===== src/rtl/decode_pkg.sv =====
// Shared decode definitions: RV32I opcodes, immediate formats and the packed
// control-word layout carried from decode into the ID/EX register.
package decode_pkg;

    localparam logic [6:0] OP_R      = 7'b0110011;
    localparam logic [6:0] OP_IALU   = 7'b0010011;
    localparam logic [6:0] OP_LOAD   = 7'b0000011;
    localparam logic [6:0] OP_STORE  = 7'b0100011;
    localparam logic [6:0] OP_BRANCH = 7'b1100011;
    localparam logic [6:0] OP_LUI    = 7'b0110111;
    localparam logic [6:0] OP_AUIPC  = 7'b0010111;
    localparam logic [6:0] OP_JAL    = 7'b1101111;
    localparam logic [6:0] OP_JALR   = 7'b1100111;

    typedef enum logic [2:0] {
        IMM_NONE,
        IMM_I,
        IMM_S,
        IMM_B,
        IMM_U,
        IMM_J
    } imm_fmt_t;

    // Control word, MSB first: reg_write, alu_src, mem_read, mem_write,
    // mem_to_reg, branch, jump, alu_op[1:0]
    localparam int CTRL_W          = 9;
    localparam int CTRL_REG_WRITE  = 8;
    localparam int CTRL_ALU_SRC    = 7;
    localparam int CTRL_MEM_READ   = 6;
    localparam int CTRL_MEM_WRITE  = 5;
    localparam int CTRL_MEM_TO_REG = 4;
    localparam int CTRL_BRANCH     = 3;
    localparam int CTRL_JUMP       = 2;
    localparam int CTRL_ALU_OP     = 0;

    // alu_op: plain add (address/upper-imm/link), branch compare, R funct, I funct
    localparam logic [1:0] ALU_OP_ADD    = 2'b00;
    localparam logic [1:0] ALU_OP_BRANCH = 2'b01;
    localparam logic [1:0] ALU_OP_RTYPE  = 2'b10;
    localparam logic [1:0] ALU_OP_ITYPE  = 2'b11;

    // 32-bit signed immediate; the caller sign-extends to its datapath width
    function automatic logic signed [31:0] gen_imm(input logic [31:0] ins,
                                                   input imm_fmt_t fmt);
        logic signed [31:0] imm;
        case (fmt)
            IMM_I:   imm = {{20{ins[31]}}, ins[31:20]};
            IMM_S:   imm = {{20{ins[31]}}, ins[31:25], ins[11:7]};
            IMM_B:   imm = {{19{ins[31]}}, ins[31], ins[7], ins[30:25], ins[11:8], 1'b0};
            IMM_U:   imm = {ins[31:12], 12'b0};
            IMM_J:   imm = {{11{ins[31]}}, ins[31], ins[19:12], ins[20], ins[30:21], 1'b0};
            default: imm = '0;
        endcase
        return imm;
    endfunction

endpackage


===== src/rtl/decode_regfile.sv =====
// Architectural register file: two asynchronous read ports, one synchronous
// write port, x0 hard-wired to zero. Optional same-cycle writeback bypass on
// the read ports is enabled by defining DECODE_WB_BYPASS_EN.
module decode_regfile
    import decode_pkg::*;
#(
    parameter int XLEN = 32,
    parameter int NREG = 32
) (
    input  logic            clk,
    input  logic            rst,
    input  logic [4:0]      rs1,
    input  logic [4:0]      rs2,
    output logic [XLEN-1:0] rs1_data,
    output logic [XLEN-1:0] rs2_data,
    input  logic            we,
    input  logic [4:0]      wr_rd,
    input  logic [XLEN-1:0] wr_data
);
    localparam int         AW     = $clog2(NREG);
    localparam logic [5:0] NREG_L = 6'(NREG);

    logic [XLEN-1:0] regs [NREG];

    // Write port; x0 and indices beyond the implemented file are discarded
    always_ff @(posedge clk or posedge rst) begin
        if (rst) begin
            for (int i = 0; i < NREG; i++) regs[i] <= '0;
        end else if (we && wr_rd != 5'd0 && {1'b0, wr_rd} < NREG_L) begin
            regs[wr_rd[AW-1:0]] <= wr_data;
        end
    end

    // Read port 1
    always_comb begin
        rs1_data = '0;
        if (rs1 != 5'd0 && {1'b0, rs1} < NREG_L) begin
            rs1_data = regs[rs1[AW-1:0]];
`ifdef DECODE_WB_BYPASS_EN
            if (we && wr_rd == rs1) rs1_data = wr_data;
`endif
        end
    end

    // Read port 2
    always_comb begin
        rs2_data = '0;
        if (rs2 != 5'd0 && {1'b0, rs2} < NREG_L) begin
            rs2_data = regs[rs2[AW-1:0]];
`ifdef DECODE_WB_BYPASS_EN
            if (we && wr_rd == rs2) rs2_data = wr_data;
`endif
        end
    end

endmodule


===== src/rtl/decode_stage.sv =====
// RV32I decode stage: decodes the IF/ID instruction, reads operands, detects
// load-use hazards and loads the ID/EX register. Writeback-to-read bypass in
// the register file is controlled by DECODE_WB_BYPASS_EN.
module decode_stage
    import decode_pkg::*;
#(
    parameter int XLEN = 32,
    parameter int NREG = 32
) (
    input  logic              i_clk,
    input  logic              i_reset,
    input  logic              i_if_id_valid,
    input  logic [XLEN-1:0]   i_if_id_pc,
    input  logic [31:0]       i_if_id_instruction,
    input  logic              i_wb_we,
    input  logic [4:0]        i_wb_rd,
    input  logic [XLEN-1:0]   i_wb_data,
    input  logic              i_ex_hold,
    input  logic              i_flush,
    output logic              o_stall,
    output logic              o_ex_valid,
    output logic [XLEN-1:0]   o_ex_pc,
    output logic [XLEN-1:0]   o_ex_rs1_data,
    output logic [XLEN-1:0]   o_ex_rs2_data,
    output logic [XLEN-1:0]   o_ex_imm,
    output logic [4:0]        o_ex_rs1,
    output logic [4:0]        o_ex_rs2,
    output logic [4:0]        o_ex_rd,
    output logic [CTRL_W-1:0] o_ex_ctrl,
    output logic              o_ex_illegal
);
    localparam bit SMALL_RF = (NREG == 16);

    logic [4:0]        rs1_f, rs2_f, rd_f;
    logic [CTRL_W-1:0] ctrl_raw, ctrl_d;
    imm_fmt_t          fmt;
    logic              use_rs1, use_rs2, use_rd, known, bad_reg, illegal_d;
    logic [XLEN-1:0]   imm_d, rs1_data_d, rs2_data_d;

    assign rs1_f = i_if_id_instruction[19:15];
    assign rs2_f = i_if_id_instruction[24:20];
    assign rd_f  = i_if_id_instruction[11:7];

    // Opcode decode: control bits, immediate format and which register fields are live
    always_comb begin
        ctrl_raw = '0;
        fmt      = IMM_NONE;
        use_rs1  = 1'b0;
        use_rs2  = 1'b0;
        use_rd   = 1'b0;
        known    = 1'b1;
        case (i_if_id_instruction[6:0])
            OP_R: begin
                ctrl_raw[CTRL_REG_WRITE]    = 1'b1;
                ctrl_raw[CTRL_ALU_OP +: 2]  = ALU_OP_RTYPE;
                {use_rs1, use_rs2, use_rd}  = 3'b111;
            end
            OP_IALU: begin
                ctrl_raw[CTRL_REG_WRITE]    = 1'b1;
                ctrl_raw[CTRL_ALU_SRC]      = 1'b1;
                ctrl_raw[CTRL_ALU_OP +: 2]  = ALU_OP_ITYPE;
                fmt                         = IMM_I;
                {use_rs1, use_rd}           = 2'b11;
            end
            OP_LOAD: begin
                ctrl_raw[CTRL_REG_WRITE]    = 1'b1;
                ctrl_raw[CTRL_ALU_SRC]      = 1'b1;
                ctrl_raw[CTRL_MEM_READ]     = 1'b1;
                ctrl_raw[CTRL_MEM_TO_REG]   = 1'b1;
                fmt                         = IMM_I;
                {use_rs1, use_rd}           = 2'b11;
            end
            OP_STORE: begin
                ctrl_raw[CTRL_ALU_SRC]      = 1'b1;
                ctrl_raw[CTRL_MEM_WRITE]    = 1'b1;
                fmt                         = IMM_S;
                {use_rs1, use_rs2}          = 2'b11;
            end
            OP_BRANCH: begin
                ctrl_raw[CTRL_BRANCH]       = 1'b1;
                ctrl_raw[CTRL_ALU_OP +: 2]  = ALU_OP_BRANCH;
                fmt                         = IMM_B;
                {use_rs1, use_rs2}          = 2'b11;
            end
            OP_LUI, OP_AUIPC: begin
                ctrl_raw[CTRL_REG_WRITE]    = 1'b1;
                ctrl_raw[CTRL_ALU_SRC]      = 1'b1;
                fmt                         = IMM_U;
                use_rd                      = 1'b1;
            end
            OP_JAL: begin
                ctrl_raw[CTRL_REG_WRITE]    = 1'b1;
                ctrl_raw[CTRL_JUMP]         = 1'b1;
                fmt                         = IMM_J;
                use_rd                      = 1'b1;
            end
            OP_JALR: begin
                ctrl_raw[CTRL_REG_WRITE]    = 1'b1;
                ctrl_raw[CTRL_ALU_SRC]      = 1'b1;
                ctrl_raw[CTRL_JUMP]         = 1'b1;
                fmt                         = IMM_I;
                {use_rs1, use_rd}           = 2'b11;
            end
            default: known = 1'b0;
        endcase
    end

    // A 16-entry file has no x16..x31, so naming one in a live field is illegal
    assign bad_reg   = SMALL_RF && ((use_rs1 && rs1_f[4]) || (use_rs2 && rs2_f[4]) ||
                                    (use_rd && rd_f[4]));
    assign illegal_d = !known || bad_reg;
    assign ctrl_d    = illegal_d ? '0 : ctrl_raw;
    assign imm_d     = XLEN'(gen_imm(i_if_id_instruction, fmt));

    decode_regfile #(
        .XLEN (XLEN),
        .NREG (NREG)
    ) u_regfile (
        .clk      (i_clk),
        .rst      (i_reset),
        .rs1      (rs1_f),
        .rs2      (rs2_f),
        .rs1_data (rs1_data_d),
        .rs2_data (rs2_data_d),
        .we       (i_wb_we),
        .wr_rd    (i_wb_rd),
        .wr_data  (i_wb_data)
    );

    // ---- ID/EX boundary: p0 = decode combinational, p1 = registered ----
    logic              vld_p1, illegal_p1;
    logic [XLEN-1:0]   pc_p1, rs1_data_p1, rs2_data_p1, imm_p1;
    logic [4:0]        rs1_p1, rs2_p1, rd_p1;
    logic [CTRL_W-1:0] ctrl_p1;

    // Load-use hazard against the load now sitting in ID/EX; a flush overrides it
    assign o_stall = !i_flush && vld_p1 && ctrl_p1[CTRL_MEM_READ] && rd_p1 != 5'd0 &&
                     ((use_rs1 && rs1_f == rd_p1) || (use_rs2 && rs2_f == rd_p1));

    // ID/EX update: flush beats hold, hold beats stall bubble, otherwise load decode
    always_ff @(posedge i_clk or posedge i_reset) begin
        if (i_reset) begin
            vld_p1      <= 1'b0;
            illegal_p1  <= 1'b0;
            ctrl_p1     <= '0;
            pc_p1       <= '0;
            rs1_data_p1 <= '0;
            rs2_data_p1 <= '0;
            imm_p1      <= '0;
            rs1_p1      <= '0;
            rs2_p1      <= '0;
            rd_p1       <= '0;
        end else if (i_flush) begin
            vld_p1      <= 1'b0;
            ctrl_p1     <= '0;
            illegal_p1  <= 1'b0;
        end else if (!i_ex_hold) begin
            if (o_stall) begin
                vld_p1      <= 1'b0;
                ctrl_p1     <= '0;
                illegal_p1  <= 1'b0;
            end else begin
                vld_p1      <= i_if_id_valid;
                ctrl_p1     <= i_if_id_valid ? ctrl_d : '0;
                illegal_p1  <= i_if_id_valid && illegal_d;
                pc_p1       <= i_if_id_pc;
                rs1_data_p1 <= rs1_data_d;
                rs2_data_p1 <= rs2_data_d;
                imm_p1      <= imm_d;
                rs1_p1      <= rs1_f;
                rs2_p1      <= rs2_f;
                rd_p1       <= rd_f;
            end
        end
    end

    assign o_ex_valid    = vld_p1;
    assign o_ex_pc       = pc_p1;
    assign o_ex_rs1_data = rs1_data_p1;
    assign o_ex_rs2_data = rs2_data_p1;
    assign o_ex_imm      = imm_p1;
    assign o_ex_rs1      = rs1_p1;
    assign o_ex_rs2      = rs2_p1;
    assign o_ex_rd       = rd_p1;
    assign o_ex_ctrl     = ctrl_p1;
    assign o_ex_illegal  = illegal_p1;

endmodule


===== config.mk =====
export PLATFORM = sky130hd
export DESIGN_NAME = decode_stage
export DESIGN_NICKNAME = d
export VERILOG_FILES = /design/src/rtl/decode_pkg.sv /design/src/rtl/decode_regfile.sv /design/src/rtl/decode_stage.sv
export SDC_FILE = /design/constraint.sdc
export NUM_CORES = 2
export LEC_CHECK = 0
export CORE_MARGIN = 5
export CORE_UTILIZATION = 45
export CTS_CLUSTER_DIAMETER = 40
export CTS_CLUSTER_SIZE = 14
export DETAILED_ROUTE_END_ITERATION = 16
export SYNTH_ARGS = -nofsm -noshare
export SYNTH_HDL_FRONTEND = slang
export SYNTH_SLANG_ARGS = --single-unit

===== constraint.sdc =====
create_clock -name i_clk -period 48.7 [get_ports i_clk]
set_input_delay 7.305 -clock i_clk [delete_from_list [all_inputs] [get_ports i_clk]]
set_output_delay 7.305 -clock i_clk [all_outputs]
set_load 0.1 [all_outputs]

==> run_results.csv <==
group,metric,value,unit
power_and_ir_drop,vdd_ir_drop_max,0.03545,mV
clock_tree,holdBufCountCts,0,
route,drtIter0Drc,3513,
setup_path,cp-start-kind,"input pin",
clock_tree,path_clk_slew,50,ps
sta,slew_headroom,15.74,%
grt,track_usage,27.65,%
yosys,synthTopCellsByArea,"dfrtp_1, mux2_2, mux4_2, mux2i_1, o22ai_1",
grt,grt-ovfl-total,0,
yosys,yosys.area.top_type,"dfrtp_1",
sta,layout_min_cycle_time,17920,ps
finish,final_common_cell,"dfrtp_1",
grt,grt_first_pass_wirelength,286.6,mm
yosys,ys_types,47,
sta,post-route-period-util,36.79,%
die,ios,262,
sta,setup_viol,0,
clock_tree,cts_resized,0,
route,vias,39260,
die,start_util,45.31,%
die,die_w,373.8,um
yosys,synth.top_cell.area_share,49.45,%
clock_tree,root_buffer,"clkbuf_16",
sta,tightestPinTransition,1260,ps
status,outcome,"complete, no violations",
route,avgRoutedWirePerCell,31.87,um
setup_path,crit_type,"in2out",
power_and_ir_drop,p_leak,30.11,nW
sta,maxSlewViolCount,0,
setup_path,crit_fanout,37,
grt,antenna_found_initial,16,
yosys,ys_seq_elements,1177,
route,vias_per_cell,6.420,
route,drc,0,
sta,skew,27.23,ps
yosys,yosysWarnings,0,
power_and_ir_drop,power,3.291,mW
clock_tree,cts_made_buffers,171,
yosys,syn_area_per_cell,14.43,um^2
finish,areaGrowthSynthToFinish,16.97,%
sta,setup_tns,0,ps
clock_tree,htree_levels,4,
placement,gp_congestion,0.8421,
hold_path,hold_path.class,"reg2reg",
flow_run,drv_cap,0,
yosys,synthCells,4129,
yosys,syn_area,59560,um^2
sta,max_freq,0.05581,GHz
clock_tree,cts_tree,"built",
sta,hold_viol,0,
setup_path,cp-end-kind,"output pin",
die,die_area,139700,um^2
sta,rsz0062_at_grt,"no",
yosys,synth_edf_count,0,
grt,grt_pass1_vias,40120,
finish,most-common-layout-cells,"dfrtp_1, mux2_2, mux4_2",
die,core-area,131500,um^2
power_and_ir_drop,p_per_area,47.24,nW/um^2
setup_path,required,41400,ps
grt,grt_max_degree,157,
yosys,syn_nets,4236,
finish,fin_nets,4319,
route,final_antenna_net_count,0,
die,rows,133,
yosys,synth-async-reset-ratio,100.0,%
placement,port_buffers,261,
die,die_h,373.8,um
finish,drive_gt1_share,46.24,%
setup_path,cp.arrival,10610,ps
route,wl,194.9,mm
yosys,synthFlopType,"dfrtp_1",
clock_tree,cts.path.max_buffers,3,
clock_tree,insertion_delay,800,ps
route,dr.pass1.iters,6,
clock_tree,clock-sinks,1177,
placement,dpl.hpwl,110.5,mm
yosys,ys_seq_area_share,49.45,%
clock_tree,post-cts-setup-buffers,0,
setup_path,timing.reg2reg.setup_slack,44970,ps
power by group:
group	switching (mW)	internal, mW	total (mW)
sequential	0.132	1.16	1.29
clock	0.491	0.838	1.33
combinational	0.344	0.329	0.672
total	0.966	2.33	3.29
metrics by stage:
stage                     cells  area [um^2]  setup slack, ps  hold slack [ps]  util (%)
after floorplan            4129        59560             8241            424.6         -
after global placement     5794        63490            30840            360.4     48.30
after detailed placement   5794        63490            30820            363.2     48.30
after CTS                  6113        69670            30800            375.8     53.00
after global routing       6114        69670            30660            383.7     53.00
final                      6115        69680            30780            373.0     53.00
layout make-up:
cell class                      instances  area (um^2)
Tap cell                             1755         2196
Multi-Input combinational cell       2474        28290
Inverter                               25        101.3
Clock buffer                          208         4684
Clock inverter                        111         1491
Sequential cell                      1177        29450
Timing Repair Buffer                  363         3458
Fill cell                           10970        61790
Antenna cell                            2        5.005
flip-flops by register name, summed over array words and instances (netlist names), 5 cells and up:
signal / count
o_ex_ctrl: 8
o_ex_imm: 32
o_ex_pc: 32
o_ex_rd: 5
o_ex_rs1: 5
o_ex_rs1_data: 32
o_ex_rs2: 5
o_ex_rs2_data: 32
u_regfile.regs: 1024
kinds of logic (layout without fill, tap and decap cells):
family / Yosys count / in the layout / synth area share, %
other: 0 / 2 / 0
flip-flops: 1177 / 1177 / 49.45
multiplexers: 1697 / 1697 / 39.21
AND/OR/NAND/NOR: 297 / 297 / 2.706
buffers and inverters: 478 / 707 / 3.460
XOR/XNOR: 10 / 10 / 0.1470
AO/OA/AOI/OAI: 470 / 470 / 5.029
per-layer routing:
metal	share of wire, %	vias up	routed length, um	global-route usage [%]
met4	3.2	10	6198	8.960
met5	0.029	-	57	0
met2	47	1624	91930	43.53
met3	7.0	354	13550	5.280
met1	43	21230	83150	39.04
li1	-	16040	-	-
cells in the mapped netlist (4+ instances only):
| master | number |
|---|---|
| dfrtp_1 | 1177 |
| mux2_2 | 1151 |
| mux4_2 | 394 |
| clkbuf_1 | 262 |
| o22ai_1 | 194 |
| mux2i_1 | 152 |
| buf_2 | 108 |
| a21oi_1 | 98 |
| a22oi_1 | 64 |
| buf_1 | 60 |
| nand3_1 | 53 |
| o21ai_0 | 42 |
| a22o_1 | 36 |
| nand2_1 | 35 |
| nor2_1 | 33 |
| nor3_1 | 32 |
| or3_1 | 28 |
| nor2b_1 | 27 |
| inv_1 | 25 |
| nand2b_1 | 19 |
| nor4_1 | 18 |
| nand4_1 | 17 |
| and3_1 | 15 |
| a2111oi_0 | 14 |
| buf_6 | 12 |
| buf_4 | 11 |
| o21ai_1 | 9 |
| xnor2_1 | 6 |
| nand3b_1 | 4 |
| nand4b_1 | 4 |
| xor2_1 | 4 |
worst max-delay path: stages:
cell and delay [ps]:
clkdlybuf4s50_1 900, xnor2_1 190, nand3_1 100, nor3_1 220
o221a_2 230, buf_4 410, clkdlybuf4s50_1 1240
final timing paths:
| check | cells after the start | end | start |
|---|---|---|---|
| worst min register to register | 0 | u_regfile.regs[1014] | u_regfile.regs[1014] |
| worst max register to register | 8 | o_ex_rs2[3] | o_ex_rd[1] |
| min in group asynchronous | 2 | u_regfile.regs[901] | i_reset |
| worst min-delay path | 0 | u_regfile.regs[1014] | u_regfile.regs[1014] |
| worst max-delay path | 7 | o_stall | i_if_id_instruction[19] |
| max in group asynchronous | 6 | u_regfile.regs[80] | i_reset |
Note: power is estimated with default switching activity, not from simulation.
